--- config.mk ---
export PLATFORM = sky130hd
export DESIGN_NAME = imem_arbiter
export DESIGN_NICKNAME = d
export VERILOG_FILES = /design/src/rtl/imem_arbiter.sv
export SDC_FILE = /design/constraint.sdc
export NUM_CORES = 1
export LEC_CHECK = 0
export BUFFER_PORTS_ARGS = -buffer_cell sky130_fd_sc_hd__buf_2
export CAP_MARGIN = 5
export CORE_MARGIN = 1
export CORE_UTILIZATION = 40
export CTS_BUF_LIST = sky130_fd_sc_hd__clkbuf_4 sky130_fd_sc_hd__clkbuf_8
export DETAILED_ROUTE_END_ITERATION = 8
export PLACE_DENSITY_LB_ADDON = 0.08
export SLEW_MARGIN = 0
export SYNTH_ARGS = -nofsm -noshare
export SYNTH_HDL_FRONTEND = slang
export SYNTH_SLANG_ARGS = --single-unit
--- constraint.sdc ---
create_clock -name clk -period 4.9 [get_ports clk]
set_clock_uncertainty 0.2 [all_clocks]
set_input_delay 0.98 -clock clk [delete_from_list [all_inputs] [get_ports clk]]
set_output_delay 0.98 -clock clk [all_outputs]
set_load 0.05 [all_outputs]
--- src/rtl/imem_arbiter.sv ---
// Two-requester arbiter (instruction fetch vs load/store) in front of a single-port synchronous memory.
// Optional build macro IMEM_ARB_LS_PRIORITY_EN: LS wins every tie instead of round-robin.
module imem_arbiter #(
  parameter int ADDR_W = 6,
  parameter int DATA_W = 32,
  parameter int DEPTH  = 41
) (
  input  logic              clk,
  input  logic              reset,
  input  logic              if_req,
  input  logic [ADDR_W-1:0] if_addr,
  output logic              if_gnt,
  output logic              if_rvalid,
  output logic [DATA_W-1:0] if_rdata,
  input  logic              ls_req,
  input  logic              ls_we,
  input  logic [ADDR_W-1:0] ls_addr,
  input  logic [DATA_W-1:0] ls_wdata,
  output logic              ls_gnt,
  output logic              ls_rvalid,
  output logic [DATA_W-1:0] ls_rdata,
  output logic              ls_err,
  output logic              mem_en,
  output logic              mem_we,
  output logic [ADDR_W-1:0] mem_addr,
  output logic [DATA_W-1:0] mem_wdata,
  input  logic [DATA_W-1:0] mem_rdata
);

  typedef enum logic {
    IF_LAST = 1'b0,
    LS_LAST = 1'b1
  } owner_t;

  owner_t            last_owner;
  logic              rd_pend;
  logic              rd_owner_ls;
  logic              rd_oor;
  logic              err_pend;
  logic [DATA_W-1:0] if_rdata_q;
  logic [DATA_W-1:0] ls_rdata_q;

  logic              if_win;
  logic              ls_win;
  logic              win_in_range;
  logic [DATA_W-1:0] resp;

  function automatic logic in_range(input logic [ADDR_W-1:0] a);
    return {1'b0, a} < (ADDR_W + 1)'(DEPTH);
  endfunction

  // Grants are suppressed while reset is high so a store presented then never reaches memory.
  always_comb begin
    if_win = 1'b0;
    ls_win = 1'b0;
    if (!reset) begin
`ifdef IMEM_ARB_LS_PRIORITY_EN
      ls_win = ls_req;
      if_win = if_req && !ls_req;
`else
      if (if_req && ls_req) begin
        if_win = (last_owner == LS_LAST);
        ls_win = (last_owner == IF_LAST);
      end else begin
        if_win = if_req;
        ls_win = ls_req;
      end
`endif
    end
  end

  always_comb begin
    win_in_range = ls_win ? in_range(ls_addr) : in_range(if_addr);
    mem_en       = (if_win || ls_win) && win_in_range;
    mem_we       = ls_win && ls_we && win_in_range;
    mem_addr     = ls_win ? ls_addr : (if_win ? if_addr : '0);
    mem_wdata    = ls_win ? ls_wdata : '0;
  end

  assign if_gnt = if_win;
  assign ls_gnt = ls_win;

  always_ff @(posedge clk) begin
    if (reset) begin
      last_owner  <= LS_LAST;
      rd_pend     <= 1'b0;
      rd_owner_ls <= 1'b0;
      rd_oor      <= 1'b0;
      err_pend    <= 1'b0;
      if_rdata_q  <= '0;
      ls_rdata_q  <= '0;
    end else begin
      if (if_win)
        last_owner <= IF_LAST;
      else if (ls_win)
        last_owner <= LS_LAST;
      else
        last_owner <= last_owner;
      rd_pend     <= if_win || (ls_win && !ls_we);
      rd_owner_ls <= ls_win;
      rd_oor      <= !win_in_range;
      err_pend    <= ls_win && !win_in_range;
      if (if_rvalid)
        if_rdata_q <= resp;
      if (ls_rvalid)
        ls_rdata_q <= resp;
    end
  end

  // Memory data arrives the cycle after the grant, so the response is a live mux of
  // mem_rdata backed by a holding register that keeps the last delivered word.
  always_comb begin
    resp      = rd_oor ? '0 : mem_rdata;
    if_rvalid = !reset && rd_pend && !rd_owner_ls;
    ls_rvalid = !reset && rd_pend && rd_owner_ls;
    ls_err    = !reset && err_pend;
    if_rdata  = reset ? '0 : (if_rvalid ? resp : if_rdata_q);
    ls_rdata  = reset ? '0 : (ls_rvalid ? resp : ls_rdata_q);
  end

endmodule

# [Word-level counts from Yosys, hierarchy flattened]
# Index checks and enable logic that the tools add are counted.
[classes] bitwise_logic=1 n_reduce_logical=17 muxes=15 magnitude_cmp=2
[op_table] cell="$mux 32" n=6
[op_table] cell="$lt 6x6->1 const B" n=2
[op_table] cell="$mux 6" n=2
[op_table] cell="$logic_and 1x1->1" n=10
[op_table] cell="$mux 1" n=7
[op_table] cell="$logic_not 1->1" n=4
[op_table] cell="$logic_or 1x1->1" n=2
[op_table] cell="$reduce_bool 2->1" n=1
[op_table] cell="$not 1->1" n=1
[word_totals] ff_bits=69 out_inout_bits=109 elab_cells=42

# [Depth between registers and ports, before layout]
# Gate-level depths: netlist of run 1.
[logic_depth] word_depth=6 depth_mapped=5 depth_no_buf=4

# [Worst setup path before layout of run 1]
# OpenSTA, ideal clock, no wires.
[synth_path] kind="input -> output" startpoint="input reset" endpoint="output if_rdata[2]" arrival_ns=2.711 stages=3 path_slack_ns=1.009 n_path_buf=1 cell_sequence="or3b_1 -> clkbuf_1 -> o21ai_0"
[synth_between] elab_chain_len=5
[synth_rtl] element="start: declaration" line="9" rtl="input logic reset,"
[synth_rtl] element="$logic_not 1->1" line="114" rtl="if_rvalid = !reset && rd_pend && !rd_owner_ls;"
[synth_rtl] element="$logic_and 1x1->1 (2 in a row)" line="114"
[synth_rtl] element="$mux 32"
[synth_rtl] element="$mux 32 *" line="117" rtl="if_rdata = reset ? '0 : (if_rvalid ? resp : if_rdata_q);"
[synth_rtl] element="end: declaration" line="14" rtl="output logic [DATA_W-1:0] if_rdata,"
# Every way passes the cells marked *; elsewhere a longest branch is shown, timed or not.

# [Worst setup path after layout of run 1]
[layout_path] startpoint="input reset" endpoint="output mem_addr[2]"
[layout_between] elab_chain_len=3
[layout_rtl] element="$mux 1" line="56" rtl="if (!reset) begin"
[layout_rtl] element="$mux 6" line="76" rtl="mem_addr = ls_win ? ls_addr : (if_win ? if_addr : '0);"
[layout_rtl] element="$mux 6 *" line="76"
[layout_rtl] element="end: declaration" line="25" rtl="output logic [ADDR_W-1:0] mem_addr,"
# Marks and branches as above.

==> summary.md, run 1 <==
| Metric | Value |
|---|---|
| Layout cells sized above 1 | `48.2%` |
| PnR Total Power | `0.00140 W` |
| Worst reg-to-reg path cell count | `2` |
| Starting Density | `41.8%` |
| Clk buf depth | `2` |
| Site row count | `31` |
| Root Buffer | `clkbuf_8` |
| RSZ-0062 raised after global routing | `false` |
| Total CTS buffers | `9` |
| Final Setup Violations | `0` |
| Area of the mapped netlist | `0.00305 mm2` |
| Clock power share | `34.9%` |
| Status | `complete, no violations` |
| Via count | `2,845` |
| H-tree level count | `3` |
| Fill count | `709` |
| GRT Util Overall | `20.2%` |
| WL/cell | `13.5 um` |
| Yosys warning count | `0` |
| Max VDD drop | `228 uV` |
| First-pass GRT wire length | `12.2 mm` |
| GPL Wtd Cong | `0.854` |
| Internal | `0.000964 W` |
| Final period util | `80.6%` |
| Final hold vios | `0` |
| Synth Register Bits | `69` |
| Die Area | `0.00797 mm2` |
| Post-layout min period | `3.95 ns` |
| Die height | `89.3 um` |
| Vias per inst | `4.75` |
| Number of synthesized flops with an enable pin | `0` |
| Drt first pass iters | `4` |
| Initial antenna violation count | `0` |
| Max-Cap Viols | `0` |
| Worst Hold Class | `flip-flop to flip-flop` |
| Post-route ant nets | `0` |
| WS Path Type | `primary input to primary output` |
| CTS tree | `built` |
| I/O pins | `190` |
| Ys async rst share | `0%` |
| Cell area after layout | `0.00423 mm2` |
| Data arrival, critical path | `2.77 ns` |
| Placed cells | `584` |
| CTS resizes | `0` |
| Startpoint Class | `primary input` |
| Hold path cells | `2` |
| CTS sink cnt | `69` |
| Slew headroom | `33.2%` |
| Clock-pin slew on the worst setup and hold paths | `0.08 ns` |
| Syn Nets | `399` |
| Die width | `89.3 um` |
| Diodes inserted | `0` |
| Crit Path Max Fanout | `41` |
| Final Net Count | `577` |
| Hpwl dp | `5.85 mm` |
| Synth Instances | `318` |
| Cell Count, Final, Fillers Out | `599` |
| Core box area | `0.00729 mm2` |
| Worst Tran Pin Value | `1.00 ns` |
| Sw frac | `31.3%` |
| DRC violation count after routing | `0` |
| Final setup TNS | `0 ns` |
| Final Max Slew Viols | `0` |
| Drt total wl | `8.07 mm` |
| Gate power share | `22.5%` |
| Worst-Skew Late Latency | `0.32 ns` |
| Power Density | `332 mW/mm2` |
| Post-CTS Setup Inserts | `0` |
| Cts-stage hold buffer count | `0` |
| Synthesis-to-layout area growth | `38.9%` |
| Critical Path RT | `3.72 ns` |
| Pin count of the biggest net entering global routing | `42` |
| CP endpoint kind | `primary output` |
| Mapped Avg Cell Area | `9.58 um2` |
| GRT overflow | `0` |
| Vias in the first global route | `2,632` |
| Sw power | `0.000440 W` |
| Initial DRC count | `76` |
| Netlist cell types | `23` |
| LEAKAGE | `2.16 nW` |
| Top FF cell, synth | `dfxtp_1` |
| Fmax | `0.253 GHz` |
| Flop pwr share | `42.6%` |
| Placed cell area | `0.00402 mm2` |
| Port bufs | `189` |
| Sequential share of the synthesized area | `45.3%` |
-- power by group through the flow --
stage | registers (W) | clock network [W] | logic, W
finish | 0.000598 | 0.000490 | 0.000316
floorplan | 0.000606 | 0 | 0.000238
global placement | 0.000611 | 0 | 0.000315
CTS | 0.000599 | 0.000510 | 0.000318
global route | 0.000602 | 0.000529 | 0.000335
detailed placement | 0.000612 | 0 | 0.000317
-- sequential cells by signal, summed over array words and instances, names as in the netlist --
register,flops
if_rdata_q,32
rd_pend,1
rd_owner_ls,1
err_pend,1
ls_rdata_q,32
rd_oor,1
last_owner,1
-- per-layer routing --
layer | vias up | GRT usage (%) | part of all wire (%)
met4 | 0 | 6.78 | 1.3
met3 | 8 | 8.22 | 8.0
met1 | 1266 | 23.4 | 43
li1 | 1458 | - | -
met5 | - | 0 | 0
met2 | 113 | 33.8 | 47
-- area by class of cell --
cell class	count	area (um2)	area share [%]
Multi-Input combinational cell	217	1490	35.3
Sequential cell	69	1380	32.7
Timing Repair Buffer	195	1000	23.7
Clock buffer	9	124	2.93
Tap cell	99	124	2.93
Clock inverter	6	88.8	2.10
Inverter	4	15.0	0.355
-- critical path, cell delays in order --
cell and delay [ns]:
buf_2 0.25, nand3b_1 0.30, inv_1 0.69, a22o_1 0.27
buf_2 0.26
-- synthesized netlist by cell type, types with 2 or more instances --
library cell  count  share of area, %
buf_2             7               1.1
o21ai_1           8               1.3
o31a_1            2              0.58
nand2b_1         33               6.8
and2_1           32               6.6
clkbuf_1         15               1.8
o21ai_2          22               6.3
nand3b_2          7               2.6
buf_6             6               2.2
o21ai_0          37               6.1
nor2_1            2              0.25
a22o_1            7               2.0
dfxtp_1          69                45
nand3b_1         59                15
inv_1             4              0.49
-- metrics by stage --
step                utilization, %  hold WS, ns  setup WS (ns)
floorplan                        -        0.259           1.01
global placement              55.1        0.258           1.02
detailed placement            55.1        0.261          0.928
CTS                           58.0        0.274          0.933
global route                  58.0        0.290          0.722
finish                        58.0        0.269          0.949
-- cells by family (layout without fill, tap and decap cells) --
logic type / after synthesis / in the layout / synth area share (%)
compound gates: 80 / 80 / 17.4
buf+inv: 32 / 214 / 5.71
flops: 69 / 69 / 45.3
simple gates: 137 / 137 / 31.5
-- final timing paths --
check	from	endpoint	slack, ns
setup / recovery	reset	mem_addr[2]	0.95
hold / removal	if_rdata_q[24]$_DFF_P_	if_rdata_q[24]$_DFF_P_	0.27
setup reg to reg	rd_oor$_SDFF_PP0_	ls_rdata_q[15]$_DFF_P_	3.20
hold reg to reg	if_rdata_q[24]$_DFF_P_	if_rdata_q[24]$_DFF_P_	0.27
-- placed cells by master (no fill, tap or decap) --
cell type   instances
buf_12              1
and3_1              1
inv_1               4
o21bai_1            1
clkinv_2            1
nor2b_1             1
a211oi_2            1
and2_1             32
clkinvlp_4          2
or3b_4              1
buf_4               5
o21ai_1             8
nand3b_1           59
nand2b_1           33
buf_2             189
o22ai_1             1
clkbuf_8            9
dfxtp_1            69
a21o_1              1
o21ai_0            37
o31a_1              2
a22o_1              7
o21ai_2            22
clkinv_4            1
nand3b_2            7
bufinv_16           2
nand2_1             1
nor2_1              2
No activity file was read; power rests on OpenSTA's default activity.
==> run 2: changes to the inputs <==
==> constraint.sdc (replaced) <==
create_clock -name clk -period 3.6 [get_ports clk]
set_clock_uncertainty 0.2 [all_clocks]
set_input_delay 0.72 -clock clk [delete_from_list [all_inputs] [get_ports clk]]
set_output_delay 0.72 -clock clk [all_outputs]
set_load 0.05 [all_outputs]
==> run 2 against run 1 <==
Effect of this change:
- clock power rose by 43%
- routed wire length down 0.68%
- power up 38%
- critical path type unchanged
- largest power group unchanged
- critical endpoint is now if_rdata[31]
==> summary.md, run 2 (synthesis results as in run 1) <==
| Metric | Value |
|---|---|
| Final setup TNS | `0 ns (unchanged)` |
| Hold path cells | `2 (unchanged)` |
| Core box area | `0.00729 mm2 (unchanged)` |
| Root Buffer | `clkbuf_8 (unchanged)` |
| Die Area | `0.00797 mm2 (unchanged)` |
| Final setup margin | `0.339 ns (was 0.949 ns)` |
| H-tree level count | `3 (unchanged)` |
| Max VDD drop | `205 uV (was 228 uV)` |
| Placed cells | `583 (was 584)` |
| Max-Cap Viols | `0 (unchanged)` |
| Vias in the first global route | `2,442 (was 2,632)` |
| Worst-Skew Late Latency | `0.33 ns (was 0.32 ns)` |
| Flop pwr share | `41.8% (was 42.6%)` |
| Biggest regs | `if_rdata_q (32), ls_rdata_q (32) (unchanged)` |
| Hpwl dp | `5.68 mm (was 5.85 mm)` |
| Startpoint Class | `primary input (unchanged)` |
| Vias per inst | `4.75 (about the same)` |
| Pin count of the biggest net entering global routing | `66 (was 42)` |
| Most frequent cells in the layout | `189 x buf_2, 69 x dfxtp_1, 59 x nand3b_1 (unchanged)` |
| Final period util | `90.6%` |
| LEAKAGE | `2.15 nW (was 2.16 nW)` |
| Clk buf depth | `2 (unchanged)` |
| Layout cells sized above 1 | `48.1% (was 48.2%)` |
| Initial antenna violation count | `0 (unchanged)` |
| Status | `complete, no violations (unchanged)` |
| Fill count | `741 (was 709)` |
| Clock power share | `36.1% (was 34.9%)` |
| R2r endpoint | `if_rdata_q[31]$_DFF_P_ (was ls_rdata_q[15]$_DFF_P_)` |
| Diodes inserted | `0 (unchanged)` |
| DRC violation count after routing | `0 (unchanged)` |
| Data arrival, critical path | `2.34 ns (was 2.77 ns)` |
| Worst Tran Pin Value | `0.962 ns (was 1.00 ns)` |
| Post-route ant nets | `0 (unchanged)` |
| Slew headroom | `35.9% (was 33.2%)` |
| Worst Hold Launch | `if_rdata_q[30]$_DFF_P_ (was if_rdata_q[24]$_DFF_P_)` |
| Clock-pin slew on the worst setup and hold paths | `0.07 ns (was 0.08 ns)` |
| Crit Path Max Fanout | `65 (was 41)` |
| WL/cell | `13.4 um (was 13.5 um)` |
| Critical Path RT | `2.68 ns (was 3.72 ns)` |
| GRT overflow | `0 (unchanged)` |
| I/O pins | `190 (unchanged)` |
| Die height | `89.3 um (unchanged)` |
| Total CTS buffers | `9 (unchanged)` |
| Fmax | `0.307 GHz` |
| Post-layout min period | `3.26 ns` |
| CTS sink cnt | `69 (unchanged)` |
| WS Path Type | `primary input to primary output (unchanged)` |
| Via count | `2,838 (was 2,845)` |
| Hold Worst Slack | `0.273 ns (was 0.269 ns)` |
| PnR Total Power | `0.00194 W (was 0.00140 W)` |
| CP endpoint kind | `primary output (unchanged)` |
| Internal | `0.00133 W (was 0.000964 W)` |
| Final hold vios | `0 (unchanged)` |
| First-pass GRT wire length | `11.9 mm (was 12.2 mm)` |
| Drt total wl | `8.02 mm (was 8.07 mm)` |
| Gate power share | `22.1% (was 22.5%)` |
| Port bufs | `189 (unchanged)` |
| Reg2Reg Setup Slack | `1.81 ns (was 3.20 ns)` |
| Worst Hold End | `if_rdata_q[30]$_DFF_P_ (was if_rdata_q[24]$_DFF_P_)` |
| Die width | `89.3 um (unchanged)` |
| RR Startpoint | `rd_pend$_SDFF_PP0_ (was rd_oor$_SDFF_PP0_)` |
| Sw frac | `31.5% (was 31.3%)` |
| RSZ-0062 raised after global routing | `false (unchanged)` |
| Synthesis-to-layout area growth | `38.5% (was 38.9%)` |
| GPL Wtd Cong | `0.749 (was 0.854)` |
| Final Net Count | `576 (was 577)` |
| Drt first pass iters | `4 (unchanged)` |
| Starting Density | `41.8% (unchanged)` |
| Sw power | `0.000611 W (was 0.000440 W)` |
| Site row count | `31 (unchanged)` |
| Power Density | `460 mW/mm2 (was 332 mW/mm2)` |
| Leading cell type in the layout, fill and taps excluded | `buf_2 (unchanged)` |
| Cts-stage hold buffer count | `0 (unchanged)` |
| Initial DRC count | `101 (was 76)` |
| CTS resizes | `0 (unchanged)` |
| Cell Count, Final, Fillers Out | `598 (was 599)` |
| GRT Util Overall | `19.9% (was 20.2%)` |
| Post-CTS Setup Inserts | `0 (unchanged)` |
| Worst Hold Class | `flip-flop to flip-flop (unchanged)` |
| Final Max Slew Viols | `0 (unchanged)` |
| Worst reg-to-reg path cell count | `3 (was 2)` |
| Final Setup Violations | `0 (unchanged)` |
| CTS tree | `built (unchanged)` |
| Worst slack, placed | `0.346 ns (was 0.928 ns)` |
==> run 2: cell types whose count changed in the layout (fill, tap and decap cells not counted), sizes merged <==
cell      change
clkinvlp      -1
buf           -1
clkbuf        +1
==> run 2: worst max-delay path by stage <==
stage / start / to / slack (ns) / cells after the start
after global placement: reset / if_rdata[10] / 0.39 / 5
after floorplan: reset / if_rdata[2] / 0.23 / 3
after global routing: reset / if_rdata[0] / 0.22 / 5
after detailed placement: reset / if_rdata[22] / 0.35 / 5
after CTS: reset / if_rdata[22] / 0.34 / 5
final: reset / if_rdata[31] / 0.34 / 5
==> run 2: cell type report <==
cell class / count / area, um2 / area share, %
timing repair buffer: 194 / 983 / 23.3
tap: 99 / 124 / 2.94
clock buffer: 10 / 138 / 3.26
clock inverter: 5 / 85.1 / 2.02
multi-input combinational: 217 / 1490 / 35.4
sequential: 69 / 1380 / 32.7
inverter: 4 / 15.0 / 0.356
==> run 2: per-layer routing <==
| metal | GRT usage (%) | share of wire, % | routed length [um] |
|---|---|---|---|
| met4 | 6.06 | 0.99 | 79 |
| met5 | 0 | 0 | 0 |
| met2 | 31.5 | 46 | 3650 |
| met1 | 24.7 | 44 | 3560 |
| met3 | 8.31 | 9.0 | 724 |
==> run 2: critical path, stage by stage <==
cell and delay [ns]:
buf_2 0.19, or3b_4 0.77, nand3b_1 0.20, o21ai_2 0.11
buf_2 0.29
==> run 2: power groups by stage <==
stage | Combinational, W | Clock, W | Sequential, W
floorplan | 0.000324 | 0 | 0.000825
global placement | 0.000428 | 0 | 0.000829
detailed placement | 0.000430 | 0 | 0.000830
CTS | 0.000432 | 0.000715 | 0.000812
global route | 0.000456 | 0.000755 | 0.000815
finish | 0.000429 | 0.000702 | 0.000812
==> run 2: metrics by stage <==
| step | util (%) | instance area (um2) |
|---|---|---|
| 2_1_floorplan | - | 3050 |
| 3_3_place_gp | 54.8 | 4000 |
| 3_5_place_dp | 54.8 | 4000 |
| 4_1_cts | 57.9 | 4220 |
| 5_1_grt | 57.9 | 4220 |
| 6_report | 57.9 | 4220 |
